[src/rtl/fetch_arbiter.sv]
// fetch_arbiter: round-robin arbiter sharing one program-memory read port among
// NUM_REQ instruction fetchers. One transaction at a time: grant, issue the read,
// capture the returned word and pulse the response to the granted requester.
module fetch_arbiter #(
    parameter int NUM_REQ   = 4,
    parameter int ADDR_BITS = 8,
    parameter int DATA_BITS = 16,
    parameter int ID_BITS   = $clog2(NUM_REQ)
) (
    input  logic                                clk,
    input  logic                                reset,
    input  logic [NUM_REQ-1:0]                  req_valid,
    input  logic [NUM_REQ-1:0][ADDR_BITS-1:0]   req_addr,
    output logic [NUM_REQ-1:0]                  resp_valid,
    output logic [DATA_BITS-1:0]                resp_data,
    output logic                                mem_read_valid,
    output logic [ADDR_BITS-1:0]                mem_read_address,
    input  logic                                mem_read_ready,
    input  logic [DATA_BITS-1:0]                mem_read_data,
    output logic                                busy,
    output logic [ID_BITS-1:0]                  grant_id
);

    typedef enum logic [1:0] {
        S_IDLE    = 2'd0,
        S_ISSUE   = 2'd1,
        S_RESPOND = 2'd2
    } state_t;

    state_t                 r_state;
    state_t                 w_next;
    logic [ID_BITS-1:0]     r_rr_ptr;
    logic [ID_BITS-1:0]     r_grant_id;
    logic [ADDR_BITS-1:0]   r_addr;
    logic [DATA_BITS-1:0]   r_data;

    logic                   w_found;
    logic [ID_BITS-1:0]     w_sel;
    logic [ID_BITS-1:0]     w_idx;
    logic [ID_BITS-1:0]     w_ptr_next;
    int                     w_sum;

    // Round-robin pick: first requester at or after r_rr_ptr, wrapping at NUM_REQ.
    always_comb begin
        w_found = 1'b0;
        w_sel   = '0;
        w_sum   = 0;
        w_idx   = '0;
        for (int k = 0; k < NUM_REQ; k++) begin
            w_sum = int'(r_rr_ptr) + k;
            if (w_sum >= NUM_REQ) w_sum = w_sum - NUM_REQ;
            w_idx = ID_BITS'(w_sum);
            if (!w_found && req_valid[w_idx]) begin
                w_found = 1'b1;
                w_sel   = w_idx;
            end
        end
    end

    // Pointer moves just past the requester that was served; explicit wrap keeps
    // non-power-of-two NUM_REQ correct.
    always_comb begin
        if (r_grant_id == ID_BITS'(NUM_REQ - 1)) w_ptr_next = '0;
        else                                     w_ptr_next = r_grant_id + 1'b1;
    end

    // State register; reset abandons any in-flight read.
    always_ff @(posedge clk or negedge reset) begin
        if (!reset) r_state <= S_IDLE;
        else        r_state <= w_next;
    end

    // Next state and outputs; the response pulse is the only gated data path.
    always_comb begin
        w_next         = r_state;
        resp_valid     = '0;
        mem_read_valid = 1'b0;
        case (r_state)
            S_IDLE: begin
                if (w_found) w_next = S_ISSUE;
            end
            S_ISSUE: begin
                mem_read_valid = 1'b1;
                if (mem_read_ready) w_next = S_RESPOND;
            end
            S_RESPOND: begin
                resp_valid[r_grant_id] = 1'b1;
                w_next                 = S_IDLE;
            end
            default: w_next = S_IDLE;
        endcase
    end

    // Transaction latches: grant/address at selection, data on memory return,
    // pointer advance on response.
    always_ff @(posedge clk or negedge reset) begin
        if (!reset) begin
            r_rr_ptr   <= '0;
            r_grant_id <= '0;
            r_addr     <= '0;
            r_data     <= '0;
        end else begin
            if (r_state == S_IDLE && w_found) begin
                r_grant_id <= w_sel;
                r_addr     <= req_addr[w_sel];
            end
            if (r_state == S_ISSUE && mem_read_ready) r_data <= mem_read_data;
            if (r_state == S_RESPOND)                 r_rr_ptr <= w_ptr_next;
        end
    end

    assign resp_data        = r_data;
    assign mem_read_address = r_addr;
    assign busy             = (r_state != S_IDLE);
    assign grant_id         = r_grant_id;

endmodule

[config.mk]
export PLATFORM = sky130hd
export DESIGN_NAME = fetch_arbiter
export DESIGN_NICKNAME = d
export VERILOG_FILES = /design/src/rtl/fetch_arbiter.sv
export SDC_FILE = /design/constraint.sdc
export NUM_CORES = 1
export LEC_CHECK = 0
export BUFFER_PORTS_ARGS = -buffer_cell sky130_fd_sc_hd__buf_2
export CORE_ASPECT_RATIO = 1.75
export CORE_UTILIZATION = 46
export CTS_CLUSTER_DIAMETER = 200
export DETAILED_ROUTE_END_ITERATION = 8
export PLACE_DENSITY = 0.84
export SLEW_MARGIN = 20
export SYNTH_ARGS = -nofsm -noshare
export SYNTH_HDL_FRONTEND = slang
export SYNTH_SLANG_ARGS = --single-unit
[constraint.sdc]
create_clock -name clk -period 2.75 [get_ports clk]
set_input_delay 0 -clock clk [delete_from_list [all_inputs] [get_ports clk]]
set_output_delay 0 -clock clk [all_outputs]
set_load 0.02 [all_outputs]
# Word-level counts from Yosys, hierarchy flattened
# Cells that the tools add are included.
# word_totals
ff_bits,30
wordCells,71
inputBits,55
output_inout_bits,32
# op_classes
n_mux,30
eq_ne,5
magnitude_cmp,11
n_reduce_logical,12
add_sub_neg,8
# ops
cell,n
two-way mux 2 bit,11
less-than comparator 2 x 3 -> 1 bit (second input constant),6
binary-select mux 8 bit (select 2 bit),1
two-way mux 1 bit,10
greater-or-equal comparator 3 bit (second input constant),3
binary-select mux 1 bit (select 2 bit),4
two-way mux 8 bit,1
subtractor 2 x 1 -> 2 bit (second input constant),4
adder 2 x 2 -> 3 bit (second input constant),2
logical AND 1 bit,6
equality test 2 bit (second input constant),2
two-way mux 4 bit,1
inequality test 2 bit (second input constant),2
one-hot mux 2 bit (2 select lines),1
adder 2 x 1 -> 3 bit (second input constant),1
greater-or-equal comparator 2 x 3 -> 1 bit (second input constant),1
logical NOT 1 bit,3
adder 2 x 1 -> 2 bit (second input constant),1
demux 1 bit (select 2 bit),1
equality test 2 x 1 -> 1 bit (second input constant),1
greater-or-equal comparator 2 x 1 -> 1 bit (second input constant),1
logical NOT 2 bit,1
AND reduction 2 bit,1
nonzero test 2 bit,1

# Longest topological paths before layout
# Gate-level depths: netlist of the first run.
# logic_depth
word_depth,16
depth_mapped,6
mapped_depth_nobuf,4

# Worst setup path before layout of the first run
# No wires, ideal clock.
# synth_path
kind,register -> register
from,register r_rr_ptr[1]
to,register r_addr[0] (netlist: mem_read_address[0])
arrival_time_ns,1.526
stages_incl_launch_ff,7
required_ns,2.591
path_buffers,2
setup_slack_ns,1.065
synth_period_minus_slack_ns,1.685
setup_ns,0.159
path_cell_list,dfrtp_1 > mux2_1 > o221ai_1 > buf_4 > buf_6 > mux2i_1 > o221ai_1
# synth_via
elab_chain_cells,16
word_cells_on_any_way,40
classes_between,7 x add/sub; 4 x order compare; 22 x mux; 7 x reduce/logical
# synth_lines
item,line,rtl
from (decl),32,logic [ID_BITS-1:0] r_rr_ptr;
from (signal assigned),108,if (r_state == S_RESPOND) r_rr_ptr <= w_ptr_next;
branches (longest 16 deep; another with adder 2 x 1 -> 3 bit),-,
to (signal assigned),105,r_addr <= req_addr[w_sel];
to (decl),34,logic [ADDR_BITS-1:0] r_addr;
# Several ways; the timed one is not identified. The select of a mux whose other input is x is not followed.
# A chain may end at the register's enable or synchronous reset.

# Final worst setup path of the first run
# layout_path
from,register r_state[1]
to,register r_addr[2] (netlist: mem_read_address[2])
# layout_via
elab_chain_cells,2
# layout_lines
item,line,rtl
from (decl),30,state_t r_state;
from (signal assigned),70,else r_state <= w_next;
logical NOT 2 bit,103,if (r_state == S_IDLE && w_found) begin
logical AND 1 bit,103,
# Every way passes these cells.

==> results of run 1 <==
[per-layer routing]
layer  GRT usage, %  up-vias  wire length, µm
met5              0        -                0
met2           45.1       68             2270
met3           6.74       19              276
li1               -      648                -
met1           28.1      690             1390
met4           15.2        0              192
[per-stage QoR]
stage	utilization, %	hold WS, ns
floorplan	-	-0.296
global placement	63.2	0.0635
detailed placement	63.2	0.0684
CTS	72.5	0.0338
global route	72.5	0.0326
finish	72.5	0.0375
[layout by cell type, fill, tap and decap left out, types with 5 or more instances in the layout]
master	synthesis	final
buf_2	2	86
dfrtp_1	30	30
mux2_2	15	15
o221ai_1	9	8
nand2_1	11	11
clkbuf_8	0	5
inv_1	6	6
mux2i_1	16	16
dlygate4sd3_1	0	18
[registers in the layout, summed over array words and instances, names as in the netlist]
register,cells
grant_id,2
mem_read_address,8
r_rr_ptr,2
r_state,2
resp_data,16
[final cells by class]
class                      count  area (µm²)  area share, %
timing repair buffer         105         631           28.0
clock buffer                   5        68.8           3.05
inverter                       6        22.5          0.999
sequential                    30         751           33.3
multi-input combinational     81         687           30.5
tap                           43        53.8           2.39
clock inverter                 3        40.0           1.78
[how the worst max path moves through the flow]
stage,endpoint,slack (ns),cells past startpoint
2_1_floorplan,mem_read_address[0],1.07,6
3_3_place_gp,mem_read_address[5],0.78,4
3_5_place_dp,mem_read_address[4],0.75,4
4_1_cts,mem_read_address[4],0.73,4
5_1_grt,mem_read_address[6],0.62,5
6_report,mem_read_address[2],0.73,4
[power by group through the flow]
stage	registers, mW	logic [mW]	clock network [mW]
4_1_cts	0.799	1.19	0.438
3_3_place_gp	0.795	1.14	0
5_1_grt	0.836	1.28	0.461
2_1_floorplan	1.03	0.561	0
3_5_place_dp	0.806	1.16	0
6_report	0.807	1.20	0.436
[cell usage after synthesis, drive strengths merged (2+ instances only)]
library cell  count  share of area [%]
and2              4                1.7
buf               5                2.7
ha                4                3.4
inv               6                1.5
nor2              2               0.50
nor2b             2               0.84
o221ai            9                5.3
nand2            11                2.8
mux2i            16                 11
o21ai             4                1.3
or2               2                1.0
mux2             19                 14
dfrtp            30                 50
[cells by family (layout without fill, tap and decap cells)]
kind of cell | after synthesis | count (layout) | share of synthesized area (%)
AND/OR/NAND/NOR | 26 | 26 | 9.13
adder cells (fa/ha/maj) | 4 | 4 | 3.35
AO/OA/AOI/OAI | 16 | 16 | 8.04
multiplexers | 35 | 35 | 25.0
buffers and inverters | 11 | 119 | 4.19
flip-flops | 30 | 30 | 50.3
[critical path, stage by stage, from the launching register on]
cell and delay (ns):
dfrtp_1 0.39, or2_4 0.25, or2_1 0.40, or3_1 0.59, o221ai_1 0.27
==> results.sh, run 1 <==
export IMPL_syn_num_nets=181
export IMPL_ios=87
export IMPL_power_switching_mw=0.998
export IMPL_dp_cells=247
export IMPL_synth_ff_type="dfrtp_1"
export IMPL_crit_arrival_ns=2.20
export IMPL_worstSkewPairLatency_ns=0.29
export IMPL_endpoint_kind="flop"
export IMPL_postCtsHoldBufs=18
export IMPL_fin_area_um2=2250
export IMPL_dp_final_hpwl_mm=2.77
export IMPL_antenna_found_initial=0
export IMPL_seq_area_frac_synth_pct=50.3
export IMPL_drv_slew=0
export IMPL_switching_share_pct=40.9
export IMPL_die_h_um=77.4
export IMPL_layout_drive_gt1_share_pct=48.7
export IMPL_r2r_start="r_state[1]"
export IMPL_ctsResizeCount=0
export IMPL_mappedNetlistArea_um2=1490
export IMPL_htree_levels=2
export IMPL_setup_tns_ns=0
export IMPL_maxCapViolations=0
export IMPL_dp_slack_ns=0.750
export IMPL_fin_crit_sh_pct=73.3
export IMPL_avgSynthCellArea_um2=12.2
export IMPL_crit_path_max_fanout=12
export IMPL_worstSetupStartpoint="r_state[1]"
export IMPL_hold_end="mem_read_address[7]"
export IMPL_slew_limit_headroom_pct=33.0
export IMPL_min_period_ns=2.02
export IMPL_cts_buffer_depth=2
export IMPL_track_usage_pct=26.6
export IMPL_cts_tree="built"
export IMPL_drt_first_pass_iters=4
export IMPL_p_int_mw=1.44
export IMPL_hold_depth=3
export IMPL_wl_mm=4.13
export IMPL_vias=1425
export IMPL_die_w_um=45.1
export IMPL_stdcell_count=273
export IMPL_io_buffers=86
export IMPL_critPathKind="flop to flop"
export IMPL_n_antenna_cell=0
export IMPL_cp_required_ns=2.93
export IMPL_worst_slack_ns=0.735
export IMPL_place_gp_congestion=0.896
export IMPL_grt_max_degree=31
export IMPL_max_freq_ghz=0.496
export IMPL_grt_setup_unrepaired="no"
export IMPL_grt_pass1_vias=1513
export IMPL_finClkSkew_ns=0.00470
export IMPL_cp_start_kind="flop"
export IMPL_power_density_nw_per_um2=1080
export IMPL_overflow=0
export IMPL_final_nets=288
export IMPL_rows=27
export IMPL_floorplan_core_area_um2=3110
export IMPL_hold_viol=0
export IMPL_fin_total_pwr_mw=2.44
export IMPL_root_buffer="clkbuf_8"
export IMPL_clkTransAtPathRegs_ns=0.07
export IMPL_async_flop_share_pct=100
export IMPL_reg2regPathDepth=4
export IMPL_pwr_share_comb_pct=49.1
export IMPL_initial_core_util_pct=48.1
export IMPL_grt_pass1_wl_mm=6.65
export IMPL_ir_worst_vdd_v=0.000679
export IMPL_syn_to_final_growth_pct=50.8
export IMPL_power_share_sequential_pct=33.1
export IMPL_viasPerCell=5.22
export IMPL_hp_start="req_addr[15]"
export IMPL_leakagePower_nw=1.18
export IMPL_clkSinkCount=30
export IMPL_rr_endpoint="mem_read_address[2]"
export IMPL_syn_inst=122
export IMPL_cts_buffers=5
export IMPL_synth_edff_count=0
export IMPL_dieArea_um2=3490
export IMPL_synth_cell_types=26
export IMPL_final_fill_count=245
export IMPL_wl_per_cell_um=15.1
export IMPL_reg2reg_slack_ns=0.73
export IMPL_ys_seq_elements=30
export IMPL_setup_viol=0
export IMPL_drtIter0Drc=22
export IMPL_ys_warn_count=0
export IMPL_hp_class="input port to flop"
export IMPL_route_detailed_drc=0
export IMPL_worst_pin_slew_ns=0.995
export IMPL_status="completed"
export IMPL_ant_nets=0
export IMPL_clock_power_share_pct=17.9
export IMPL_placed_area_um2=1960
export IMPL_cts_setup_buffers=0
No activity file was read; power rests on OpenSTA's default activity.
==> run 2, diff against run 1 <==
CORE_UTILIZATION = 43   (was 46)
PLACE_DENSITY = 0.79   (was 0.84)
clock period = 1.95 ns   (was 2.75 ns; I/O delays follow)
==> results.sh, run 2 (synthesized netlist as in run 1, its figures left out) <==
export IMPL_ios=87
export IMPL_cts_buffers=5
export IMPL_drv_slew=0
export IMPL_path_cells="or2_4, or2_1, or3_1, o221ai_1"
export IMPL_viasPerCell=4.96
export IMPL_drt_first_pass_iters=6
export IMPL_fin_total_pwr_mw=3.35
export IMPL_syn_to_final_growth_pct=51.3
export IMPL_max_freq_ghz=0.566
export IMPL_place_gp_congestion=0.771
export IMPL_final_common_cell="buf_2"
export IMPL_rows=28
export IMPL_io_buffers=86
export IMPL_layout_drive_gt1_share_pct=48.9
export IMPL_dp_slack_ns=0.135
export IMPL_crit_buf_inv=0
export IMPL_grt_pass1_vias=1371
export IMPL_grt_max_degree=31
export IMPL_cts_buffer_depth=2
export IMPL_crit_family="simple AND/OR/NAND/NOR gates"
export IMPL_endpoint_kind="flop"
export IMPL_worstSetupStartpoint="r_state[1]"
export IMPL_hp_class="input port to flop"
export IMPL_slew_limit_headroom_pct=56.1
export IMPL_final_fill_count=293
export IMPL_cp_required_ns=2.14
export IMPL_whs_ns=0.0408
export IMPL_worst_slack_ns=0.183
export IMPL_vias=1379
export IMPL_hold_viol=0
export IMPL_cts_tree="built"
export IMPL_largest_reg_flops=16
export IMPL_cp_start_kind="flop"
export IMPL_critPathKind="flop to flop"
export IMPL_initial_core_util_pct=44.4
export IMPL_ir_worst_vdd_v=0.000872
export IMPL_maxCapViolations=0
export IMPL_wl_mm=3.84
export IMPL_fin_area_um2=2260
export IMPL_power_density_nw_per_um2=1480
export IMPL_worstSkewPairLatency_ns=0.28
export IMPL_leakagePower_nw=1.19
export IMPL_dp_final_hpwl_mm=2.70
export IMPL_fin_crit_sh_pct=90.6
export IMPL_n_antenna_cell=0
export IMPL_placed_area_um2=1990
export IMPL_finClkSkew_ns=0.00491
export IMPL_layout_common_cells="86 x buf_2, 30 x dfrtp_1, 18 x dlygate4sd3_1"
export IMPL_track_usage_pct=22.8
export IMPL_grt_setup_unrepaired="no"
export IMPL_setup_tns_ns=0
export IMPL_dp_cells=252
export IMPL_stdcell_count=278
export IMPL_path_depth=4
export IMPL_postLayoutCoreUtil_pct=67.2
export IMPL_root_buffer="clkbuf_8"
export IMPL_max_stage_delay_ns=0.54
export IMPL_crit_arrival_ns=1.96
export IMPL_ant_nets=0
export IMPL_endpoint="mem_read_address[3]"
export IMPL_critical_path_slowest_cell="or3_1"
export IMPL_clkTransAtPathRegs_ns=0.06
export IMPL_grt_pass1_wl_mm=5.95
export IMPL_die_w_um=46.6
export IMPL_status="completed"
export IMPL_reg2reg_slack_ns=0.18
export IMPL_clkSinkCount=30
export IMPL_setup_viol=0
export IMPL_overflow=0
export IMPL_route_detailed_drc=0
export IMPL_rr_endpoint="mem_read_address[3]"
export IMPL_drtIter0Drc=26
export IMPL_antenna_found_initial=0
export IMPL_worst_pin_slew_ns=0.658
export IMPL_crit_path_max_fanout=9
export IMPL_dieArea_um2=3720
export IMPL_r2r_start="r_state[1]"
export IMPL_htree_levels=2
export IMPL_die_h_um=80.0
export IMPL_min_period_ns=1.77
export IMPL_final_nets=291
export IMPL_wl_per_cell_um=13.8
export IMPL_reg2regPathDepth=4
export IMPL_floorplan_core_area_um2=3360
[run 2: changes by cell type in the layout (fill, tap and decap cells not counted)]
cell	before	now
buf_4	0	3
bufinv_16	1	0
clkbuf_1	0	1
clkbuf_8	5	6
clkinv_2	2	1
o21ai_0	2	1
o21ai_1	2	3
[run 2: worst min-delay path by stage]
stage,slack [ns],endpoint,cells past startpoint,from
floorplan,-0.30,grant_id[0],0,reset
global placement,0.06,resp_data[0],1,reset
detailed placement,0.07,resp_data[7],1,reset
CTS,0.04,mem_read_address[4],3,req_addr[12]
global route,0.05,mem_read_address[0],3,req_addr[8]
finish,0.04,mem_read_address[0],3,req_addr[8]
[run 2: layout make-up]
cell class	instances	area, µm²	share of cell area [%]
clock buffers	7	86.3	3.82
well taps	45	56.3	2.49
repair buffers	108	653	28.9
clock inverters	1	5.00	0.221
inverters	6	22.5	0.996
flip-flops and latches	30	751	33.2
multi-input cells	81	687	30.4
[run 2: routing by layer]
metal | wire length, µm | track usage, %
met1 | 1360 | 23.5
met2 | 2180 | 39.7
met3 | 209 | 5.20
met4 | 84 | 12.1
met5 | 0 | 0
[run 2: worst register-to-register path, cell delays in order, from the launching register on]
cell,delay (ns)
dfrtp_1,0.38
or2_4,0.25
or2_1,0.24
or3_1,0.54
o221ai_1,0.26
[run 2: repair_timing]
action	in CTS	in global routing
setup endpoints to repair	0	8
resized for setup	0	1
buffers inserted	0	0
hold buffers	18	0
hold endpoints to repair	47	0
[run 2: power breakdown]
part	leakage, nW	switching (mW)	internal, mW
Clock	0.0482	0.226	0.284
Sequential	0.360	0.190	0.937
Combinational	0.780	0.963	0.746
Total	1.19	1.38	1.97
==> run 3, diff against run 2 <==
CELL_PAD_IN_SITES_DETAIL_PLACEMENT = 1   (was default)
CELL_PAD_IN_SITES_GLOBAL_PLACEMENT = 2   (was default)
CORE_UTILIZATION = 25   (was 43)
PLACE_DENSITY = 0.78   (was 0.79)
==> results.sh, run 3 (synthesized netlist as in run 1, its figures left out) <==
export IMPL_grt_pass1_vias=1527
export IMPL_final_nets=291
export IMPL_dp_slack_ns=0.0905
export IMPL_hp_class="input port to flop"
export IMPL_cts_tree="built"
export IMPL_grt_max_degree=31
export IMPL_rows=36
export IMPL_maxCapViolations=0
export IMPL_vias=1368
export IMPL_hold_depth=3
export IMPL_leakagePower_nw=1.19
export IMPL_r2r_start="r_state[0]"
export IMPL_track_usage_pct=15.2
export IMPL_met1_usage_pct=15.4
export IMPL_route_detailed_drc=0
export IMPL_drt_first_pass_iters=3
export IMPL_hold_end="mem_read_address[2]"
export IMPL_grt_pass1_wl_mm=7.03
export IMPL_setup_tns_ns=0
export IMPL_cts_buffer_depth=2
export IMPL_worst_slack_ns=0.200
export IMPL_reg2regPathDepth=4
export IMPL_rr_endpoint="mem_read_address[5]"
export IMPL_path_cells="or2_4, or2_1, or3_1, o221ai_1"
export IMPL_met2_usage_pct=28.0
export IMPL_clkTransAtPathRegs_ns=0.07
export IMPL_io_buffers=86
export IMPL_crit_buf_inv=0
export IMPL_cp_start_kind="flop"
export IMPL_crit_path_max_fanout=9
export IMPL_max_stage_delay_ns=0.53
export IMPL_cts_buffers=5
export IMPL_ios=87
export IMPL_viasPerCell=4.43
export IMPL_slew_limit_headroom_pct=52.7
export IMPL_wl_per_cell_um=14.5
export IMPL_max_freq_ghz=0.571
export IMPL_min_period_ns=1.75
export IMPL_ir_worst_vdd_v=0.000736
export IMPL_layout_common_cells="86 x buf_2, 30 x dfrtp_1, 18 x dlygate4sd3_1"
export IMPL_placed_area_um2=2030
export IMPL_hp_start="req_addr[10]"
export IMPL_whs_ns=0.0420
export IMPL_crit_family="simple AND/OR/NAND/NOR gates"
export IMPL_worst_pin_slew_ns=0.709
export IMPL_place_gp_congestion=0.746
export IMPL_ant_nets=0
export IMPL_antenna_found_initial=0
export IMPL_fin_crit_sh_pct=89.8
export IMPL_n_antenna_cell=0
export IMPL_clkSinkCount=30
export IMPL_critPathKind="flop to flop"
export IMPL_initial_core_util_pct=26.3
export IMPL_drtIter0Drc=37
export IMPL_wl_mm=4.47
export IMPL_final_common_cell="buf_2"
export IMPL_reg2reg_slack_ns=0.20
export IMPL_root_buffer="clkbuf_8"
export IMPL_dp_final_hpwl_mm=3.35
export IMPL_critical_path_slowest_cell="or3_1"
export IMPL_layout_drive_gt1_share_pct=48.9
export IMPL_grt_busiest_layer="met2"
export IMPL_htree_levels=2
export IMPL_crit_arrival_ns=1.94
export IMPL_postLayoutCoreUtil_pct=40.5
export IMPL_finClkSkew_ns=0.00844
export IMPL_power_density_nw_per_um2=1470
export IMPL_syn_to_final_growth_pct=53.9
export IMPL_path_depth=4
export IMPL_dieArea_um2=6300
export IMPL_cts_setup_buffers=0
export IMPL_gr_usage_met3_pct=3.23
export IMPL_cp_required_ns=2.14
export IMPL_hold_viol=0
export IMPL_worstSkewPairLatency_ns=0.28
export IMPL_overflow=0
export IMPL_largest_reg_flops=16
export IMPL_die_w_um=60.4
export IMPL_die_h_um=104
export IMPL_grt_setup_unrepaired="no"
export IMPL_status="completed"
export IMPL_endpoint_kind="flop"
export IMPL_final_fill_count=685
export IMPL_fin_area_um2=2300
export IMPL_drv_slew=0
export IMPL_floorplan_core_area_um2=5680
export IMPL_setup_viol=0
## run 3: worst max path at each step
stage               slack (ns)                   to         from
floorplan                 0.27  mem_read_address[0]  r_rr_ptr[1]
global placement          0.16  mem_read_address[5]  r_rr_ptr[1]
detailed placement        0.09  mem_read_address[7]  r_rr_ptr[1]
CTS                       0.09  mem_read_address[5]  r_rr_ptr[1]
global route              0.09  mem_read_address[2]   r_state[1]
finish                    0.20  mem_read_address[5]   r_state[0]
## run 3: where the power goes
part / leakage [nW] / total (mW) / internal [mW] / switching [mW]
combinational: 0.780 / 1.74 / 0.746 / 0.996
sequential: 0.360 / 1.12 / 0.936 / 0.180
clock: 0.0482 / 0.512 / 0.284 / 0.227
## run 3: metrics by stage
stage	cells	power [mW]
floorplan	122	2.24
global route	309	3.59
detailed placement	283	2.86
global placement	283	2.80
CTS	309	3.41
finish	309	3.37
## run 3: per-layer routing
metal  part of all wire [%]  vias up  routed length, µm
met4                    1.9        0                 84
met1                     35      651               1580
li1                       -      656                  -
met5                      0        -                  0
met3                    4.9        8                221
met2                     58       53               2590
## run 3: final cells by class
type / count / area (µm²) / share of cell area, %
Clock inverter: 1 / 5.00 / 0.218
Multi-Input combinational cell: 81 / 687 / 29.9
Clock buffer: 7 / 86.3 / 3.75
Tap cell: 76 / 95.1 / 4.13
Sequential cell: 30 / 751 / 32.6
Inverter: 6 / 22.5 / 0.979
Timing Repair Buffer: 108 / 653 / 28.4
## run 3: what timing repair did
action                                  4_1_cts  5_1_grt
resized for setup                             0        1
hold buffers                                 18        0
endpoints found under the setup margin        0        8
hold endpoints to repair                     47        0
## run 3: tightest hold or removal path, delay by kind of cell
family	cells	cell delay, ns
AOI/OAI and AO/OA	1	0.15
buffers and inverters	1	0.07
muxes	1	0.06
